### config.mk
export PLATFORM = sky130hd
export DESIGN_NAME = fir_output_formatter
export DESIGN_NICKNAME = d
export VERILOG_FILES = /design/src/rtl/fir_output_formatter.sv
export SDC_FILE = /design/constraint.sdc
export NUM_CORES = 1
export LEC_CHECK = 0
export ABC_AREA = 1
export CAP_MARGIN = 20
export CELL_PAD_IN_SITES_DETAIL_PLACEMENT = 0
export CELL_PAD_IN_SITES_GLOBAL_PLACEMENT = 1
export CORE_ASPECT_RATIO = 0.75
export CORE_MARGIN = 2
export CORE_UTILIZATION = 30
export DETAILED_ROUTE_END_ITERATION = 8
export GPL_TIMING_DRIVEN = 0
export PLACE_DENSITY_LB_ADDON = 0.1
export SKIP_CTS_REPAIR_TIMING = 1
export SYNTH_ARGS = -nofsm -noshare
export SYNTH_HDL_FRONTEND = slang
export SYNTH_SLANG_ARGS = --single-unit
### constraint.sdc
create_clock -name clock -period 5.7 [get_ports clock]
set_input_delay 1.14 -clock clock [delete_from_list [all_inputs] [get_ports clock]]
set_output_delay 1.14 -clock clock [all_outputs]
set_load 0.01 [all_outputs]
### src/rtl/fir_output_formatter.sv
// fir_output_formatter
//   Rescales (round half toward +inf) and saturates the FIR bank output to
//   audio width. Results are buffered in a small FIFO, and one sample is
//   released per DAC sample_tick.
//   Pipeline: S1 (captured word) -> S2 (rounded/saturated) -> FIFO -> audio_out.
// Ports:
//   clock, reset_n             clock, async active-low reset
//   s_axis_tvalid/tready/tdata input stream from the active filter
//   sample_tick                single-cycle DAC sample request
//   audio_out                  current DAC sample (held between ticks)
//   audio_valid                pulse: audio_out was just reloaded from the FIFO
//   clip                       pulse: the S2 result was saturated
//   underflow                  pulse: tick arrived with the FIFO empty
//   fifo_level                 FIFO occupancy, 0..FIFO_DEPTH
module fir_output_formatter #(
  parameter int IN_WIDTH   = 32,
  parameter int OUT_WIDTH  = 16,
  parameter int SHIFT      = 15,
  parameter int FIFO_DEPTH = 4,
  parameter int ADDR_W     = 2
) (
  input  logic                 clock,
  input  logic                 reset_n,
  input  logic                 s_axis_tvalid,
  output logic                 s_axis_tready,
  input  logic [IN_WIDTH-1:0]  s_axis_tdata,
  input  logic                 sample_tick,
  output logic [OUT_WIDTH-1:0] audio_out,
  output logic                 audio_valid,
  output logic                 clip,
  output logic                 underflow,
  output logic [ADDR_W:0]      fifo_level
);

  localparam int RW = ADDR_W + 2;

  // Half an LSB of the shifted result; evaluates to 0 when SHIFT == 0.
  localparam logic signed [IN_WIDTH:0] RND =
    signed'(({{IN_WIDTH{1'b0}}, 1'b1} << SHIFT) >> 1);
  localparam logic signed [IN_WIDTH:0] SAT_MAX =
    signed'({{(IN_WIDTH-OUT_WIDTH+2){1'b0}}, {(OUT_WIDTH-1){1'b1}}});
  localparam logic signed [IN_WIDTH:0] SAT_MIN = ~SAT_MAX;

  // vld_pipe[0] = S1 occupied, vld_pipe[1] = S2 occupied
  logic [1:0]                 vld_pipe;
  logic [IN_WIDTH-1:0]        s1_data;
  logic [OUT_WIDTH-1:0]       s2_data;
  logic [OUT_WIDTH-1:0]       mem [FIFO_DEPTH];
  logic [ADDR_W-1:0]          wptr, rptr;

  logic                       accept, pop, wr;
  logic signed [IN_WIDTH:0]   rnd_sum, shifted;
  logic                       sat_hi, sat_lo;
  logic [OUT_WIDTH-1:0]       sat_val;
  logic [RW-1:0]              reserved_next;

  assign accept = s_axis_tvalid && s_axis_tready;
  assign wr     = vld_pipe[1];
  // The pop decision uses the level before this edge, so a word written on
  // the same edge is not visible to the tick.
  assign pop    = sample_tick && (fifo_level != '0);

  // Round and saturate S1 in IN_WIDTH+1 bits so the rounding add cannot wrap.
  always_comb begin
    rnd_sum = $signed({s1_data[IN_WIDTH-1], s1_data}) + RND;
    shifted = rnd_sum >>> SHIFT;
    sat_hi  = shifted > SAT_MAX;
    sat_lo  = shifted < SAT_MIN;
    sat_val = shifted[OUT_WIDTH-1:0];
    if (sat_hi)      sat_val = SAT_MAX[OUT_WIDTH-1:0];
    else if (sat_lo) sat_val = SAT_MIN[OUT_WIDTH-1:0];
  end

  // Occupancy after this edge: every accepted word holds a slot until popped,
  // so tready computed from this can never let the FIFO overflow.
  assign reserved_next = RW'(fifo_level) + RW'(vld_pipe[0]) + RW'(vld_pipe[1])
                       + RW'(accept) - RW'(pop);

  always_ff @(posedge clock or negedge reset_n) begin
    if (!reset_n) begin
      vld_pipe      <= '0;
      s1_data       <= '0;
      s2_data       <= '0;
      clip          <= 1'b0;
      s_axis_tready <= 1'b0;
    end else begin
      vld_pipe      <= {vld_pipe[0], accept};
      if (accept) s1_data <= s_axis_tdata;
      if (vld_pipe[0]) s2_data <= sat_val;
      clip          <= vld_pipe[0] && (sat_hi || sat_lo);
      s_axis_tready <= reserved_next < RW'(FIFO_DEPTH);
    end
  end

  // Storage needs no reset; pointers and level define what is valid.
  always_ff @(posedge clock) begin
    if (wr) mem[wptr] <= s2_data;
  end

  always_ff @(posedge clock or negedge reset_n) begin
    if (!reset_n) begin
      wptr        <= '0;
      rptr        <= '0;
      fifo_level  <= '0;
      audio_out   <= '0;
      audio_valid <= 1'b0;
      underflow   <= 1'b0;
    end else begin
      if (wr)  wptr <= wptr + 1'b1;
      if (pop) begin
        rptr      <= rptr + 1'b1;
        audio_out <= mem[rptr];
      end
      fifo_level  <= fifo_level + (ADDR_W+1)'(wr) - (ADDR_W+1)'(pop);
      audio_valid <= pop;
      underflow   <= sample_tick && (fifo_level == '0);
    end
  end

endmodule
; Yosys cells after proc, flatten, opt, wreduce, memory -nomap -nowiden
; Memories as Yosys holds them, arrays and structs flattened. A register that Yosys moved wholly into a read port is not among the register bits.
; Cells that the tools add are included.
[op_classes]
addsub = 9
order_cmp = 3
mux = 4
n_reduce_logical = 8
[op_table]
columns = op, n
row1 = "adder 32 x 16 -> 33 bit, second input constant", 1
row2 = 2-to-1 mux 16 bit, 2
row3 = "> comparator 18 x 16 -> 1 bit, second input constant", 1
row4 = "< comparator 18 x 16 -> 1 bit, second input constant", 1
row5 = adder 4 x 1 -> 4 bit, 2
row6 = "adder 2 x 1 -> 2 bit, second input constant", 2
row7 = adder 3 x 1 -> 4 bit, 1
row8 = logical AND 1 bit, 4
row9 = "< comparator 4 x 3 -> 1 bit, second input constant", 1
row10 = subtractor 4 x 1 -> 4 bit, 1
row11 = adder 3 x 1 -> 3 bit, 1
row12 = zero test 3 bit, 1
row13 = nonzero test 3 bit, 1
row14 = subtractor 3 x 1 -> 3 bit, 1
row15 = 2-to-1 mux 1 bit, 2
row16 = zero test 1 bit, 1
row17 = logical OR 1 bit, 1
[word_totals]
ff_bits = 61
mem_bits_rw = 64
in_bits = 36
out_inout_bits = 23
wordCells = 35
memories = 1
[memory_table]
columns = memory, depth, word_bits, read_ports, rd_clocked_by_memory_dff, wr, line_no
row1 = mem, 4, 16, 1, 1, 1, 48  ; logic [OUT_WIDTH-1:0] mem [FIFO_DEPTH];

; Logic depth before layout (Yosys ltp)
; Gate-level depths: netlist of run 1.
[logic_depth]
depth_word = 5
mapped_depth = 14
mapped_depth_nobuf = 13

; Worst setup path before layout of run 1
; Ideal clock, no wire load.
[synth_path]
path_kind = input to register
startpoint = input sample_tick
endpoint = register s_axis_tready
setup_time_ns = 0.120
arrival_time_ns = 2.857
required_time_ns = 5.580
setup_slack_ns = 2.723
cell_stages = 10
path_buffers = 1
path_cell_list = nand2_1 > clkinv_1 > clkbuf_1 > ha_1 > fa_1 > inv_1 > ha_1 > a21oi_1 > xnor2_1 > nor2_1
[synth_between]
elab_chain_len = 3
[synth_lines]
columns = item, line_no
row1 = start: declaration, 27  ; input logic sample_tick,
row2 = logical AND 1 bit, 61  ; assign pop = sample_tick && (fifo_level != '0);
row3 = net pop, 51  ; logic accept, pop, wr;
row4 = subtractor 4 x 1 -> 4 bit, 77  ; + RW'(accept) - RW'(pop);
row5 = < comparator 4 x 3 -> 1 bit, 91  ; s_axis_tready <= reserved_next < RW'(FIFO_DEPTH);
row6 = end signal: assignment, 91
row7 = end: declaration, 25  ; output logic s_axis_tready,
; The timed path passes the listed nets, and every way through them passes these cells.
; A chain may end at the register's enable or synchronous reset.

; Worst setup path in the final report of run 1
; Ends and elaborated chain as after synthesis.

==> results.md, run 1 <==
* Status: finished, final reports clean
* Antenna violations before repair at 0
* Number of diodes at 0
* Tot Pwr at ~3.9 mW
* DRT iter0 DRCs at 240
* Clock Tree Buf Depth at 2
* Final period utilization at 0.6418
* CP startpoint kind: input port
* Vias at around 3,800
* Hold WC Path Type: flop to flop
* Ys flop type: edfxtp_1
* Final Hold Fails at 0
* Most frequent cell on the critical path: ha_1
* Pwr Density at approximately 560 nW/um^2
* WL final at ~13,000 um
* Initial Utilization at 0.3036
* Number of synthesized flops with an enable pin at 64
* Synth Instances at 546
* CP max FO at 12
* Die Wd at around 160 um
* Row count at 43
* Leak at slightly below 3 nW
* Core area at 18,290 um^2
* Layout Nets at approximately 660
* Yosys warning count at 0
* DIE AREA at between 15,000 and 20,000 um^2
* Layout cell share with drive strength beyond 1 at 0.09486
* Number of setup violations in the final report at 0
* Number of port buffers at 44
* Actual slew at the worst max-slew pin at slightly below 0.9 ns
* CTS tree: yes
* Post-synth top cells: nand2_1 (142), nor2_1 (97), edfxtp_1 (64)
* Total CTS buffers at 17
* Register area share after synthesis at 0.6299
* Worst path slowest cell: clkbuf_1
* Buf/Inv on CP at 4
* Drt pass-1 iters at 4
* Wire length per cell at around 15 um
* Clock Skew at 0.01100 ns
* Reg clk slew, reported paths at around 0.060 ns
* Worst Path Required at around 6.0 ns
* Largest net degree at the start of global routing at 64
* Data arrival time of the worst path at 3.96 ns
* Post-DP HPWL at 8760 um
* Reg-to-reg startpoint: fifo_level[1]
* Area Overhead vs Synth at 24.33%
* Post-synthesis cell type with the largest combined area: edfxtp_1
* First-pass GRT wire length at around 22,000 um
* IO Pins at between 50 and 60
* Clock sinks at approximately 130
* Most frequent cell after synthesis: nand2_1
* Setup TNS at 0 ns
* Share of the synthesized area in the top cell type at 0.3460
* Fillers at 1,855
* Mapped Area at between 5000 and 6000 um^2
* Hold Slack at roughly 0.45 ns
* ANT nets after route at 0
* RSZ-0062 raised after global routing: false
* Clk root buf: clkbuf_16
* Critical-path cell list: clkdlybuf4s50_1 -> nand2_1 -> clkinv_1 -> clkbuf_1 -> ha_1 -> fa_1 -> inv_1 -> ha_1 -> a21oi_1 -> xnor2_1 -> nor2_1
* Critical path type: input port to flop
* H-tree levels at 4
* Vias in the first global route at slightly below 4,000
* Post-synthesis net count at 596
* Family with the most delay on the worst path: buffers and inverters
* Hold Startpoint: vld_pipe[0]
* Critical Path End Type: flop
* Max incr delay on CP at ~0.67 ns
* Max-slew headroom at the worst pin at 0.4090
* Worst skew pair latency at ~0.42 ns
* Syn_area_per_cell at around 10 um^2
* Fraction of registers with async set/reset at 0.4961
* Pins Over Slew Limit at 0
* Fmax at between 0.2 and 0.3 GHz
* Die height at 121.8 um
* Period minus WS final at 3.658 ns
* Flops & latches, synth at 127
* Yosys cell types at 29
* CP startpoint: sample_tick
* Congestion Overflow GR at 0
* Max VDD drop at approximately 0.17 mV
* Dominant cells by area after synthesis: edfxtp_1 (35%), dfrtp_1 (28%), nand2_1 (9.6%)
* Max Cap Violations at 0
* Gr usage total at 0.1483
* Via/cell ratio at 4.356
* GPL Wtd Cong at between 0.7 and 0.8
* # DRC at 0
cell type report:
| cell class | count | area (um^2) | area share |
|---|---|---|---|
| buffer | 22 | 105.1 | 0.01522 |
| inverter | 36 | 135.1 | 0.01957 |
| sequential | 127 | 3498 | 0.5066 |
| multi-input combinational | 361 | 1815 | 0.2629 |
| tap | 247 | 309.0 | 0.04475 |
| clock buffer | 20 | 436.7 | 0.06324 |
| clock inverter | 12 | 167.7 | 0.02428 |
| timing repair buffer | 44 | 437.9 | 0.06342 |
metrics by stage:
stage | cell area [um^2] | setup WS, ns | util | cells
floorplan | 5554 | 2.723 | - | 546
global placement | 6304 | 1.072 | 0.3446 | 837
detailed placement | 6301 | 1.538 | 0.3445 | 837
CTS | 6905 | 1.958 | 0.3775 | 869
global route | 6905 | 1.832 | 0.3775 | 869
finish | 6905 | 2.042 | 0.3775 | 869
logic make-up after synthesis:
kind of cell	Yosys count	synth area share
DFF	127	0.6299
buffers and inverters	58	0.04325
xor gates and xnor gates	18	0.02838
and+or+nand+nor	270	0.2048
AOI/OAI and AO/OA	59	0.05947
adders and majority gates	14	0.03424
cells in the final DEF, fill, tap and decap left out:
cell type	count
nor2_1	97
inv_2	4
nand3b_1	1
clkinvlp_4	2
clkinv_4	1
clkbuf_1	22
nand2_4	3
nand2_1	142
inv_1	30
nand4_2	1
clkinv_1	3
nand2_2	11
xnor2_1	6
o21ai_1	1
edfxtp_1	64
clkbuf_16	17
buf_6	3
nand4_1	1
dfrtp_1	63
o21ai_0	37
buf_4	1
a31oi_1	16
nor3_4	1
ha_1	12
nand3_1	8
clkinv_2	4
o21ai_4	1
nor2_8	1
a21oi_2	1
nor2_4	2
clkdlybuf4s50_1	43
xor2_1	12
fa_1	2
bufinv_16	4
a21oi_1	3
nor2_2	2
worst reg2reg max path: stages (launching register included):
cell      delay (ns)
dfrtp_1         0.40
inv_1           0.10
nand3_1         0.12
nand2_1         0.13
clkinv_1        0.16
clkbuf_1        0.67
ha_1            0.39
fa_1            0.36
inv_1           0.06
ha_1            0.21
a21oi_1         0.18
xnor2_1         0.13
nor2_1          0.06
power breakdown:
group	switching, mW	internal (mW)
Combinational	0.727	0.506
Sequential	0.223	1.28
Clock	0.397	0.727
Total	1.35	2.52
flip-flops by register name, summed over array words and instances, names as in the netlist:
signal,flops
clip,1
mem,64
s_axis_tready,1
s2_data,16
audio_out,16
rptr,2
underflow,1
audio_valid,1
fifo_level,3
s1_data,18
vld_pipe,2
wptr,2
per-layer routing:
| metal | vias up | GRT usage | wire [um] |
|---|---|---|---|
| met2 | 58 | 0.2208 | 5599 |
| met1 | 1812 | 0.2122 | 6786 |
| li1 | 1902 | - | - |
| met4 | 0 | 0.05525 | 169 |
| met5 | - | 0 | 0 |
| met3 | 13 | 0.03303 | 531 |
final timing paths:
| path | end | slack, ns | cells past startpoint |
|---|---|---|---|
| setup / recovery | s_axis_tready | 2.04 | 11 |
| hold / removal | vld_pipe[1] | 0.45 | 0 |
| setup reg to reg | s_axis_tready | 2.64 | 12 |
| hold reg to reg | vld_pipe[1] | 0.45 | 0 |
| max in group asynchronous | audio_valid | 4.26 | 1 |
| min in group asynchronous | fifo_level[2] | 0.82 | 1 |
Power figures use the tool's default switching activity.
==> inputs of run 2 (changes only) <==
==> constraint.sdc (replaced) <==
create_clock -name clock -period 3.7 [get_ports clock]
set_input_delay 0.74 -clock clock [delete_from_list [all_inputs] [get_ports clock]]
set_output_delay 0.74 -clock clock [all_outputs]
set_load 0.01 [all_outputs]
==> results of run 2 <==
Same layout as run 1 (identical final DEF). Status: finished, final reports clean.
Among the figures that moved: setup slack after placement 1.538 ns -> -0.06218 ns; setup slack after layout 2.042 ns -> 0.4416 ns; hold slack 0.4476 ns -> 0.4224 ns; register-to-register setup slack 2.64 ns -> 0.64 ns; total power 3.864 mW -> 5.952 mW; worst IR drop on VDD 0.1748 mV -> 0.2693 mV
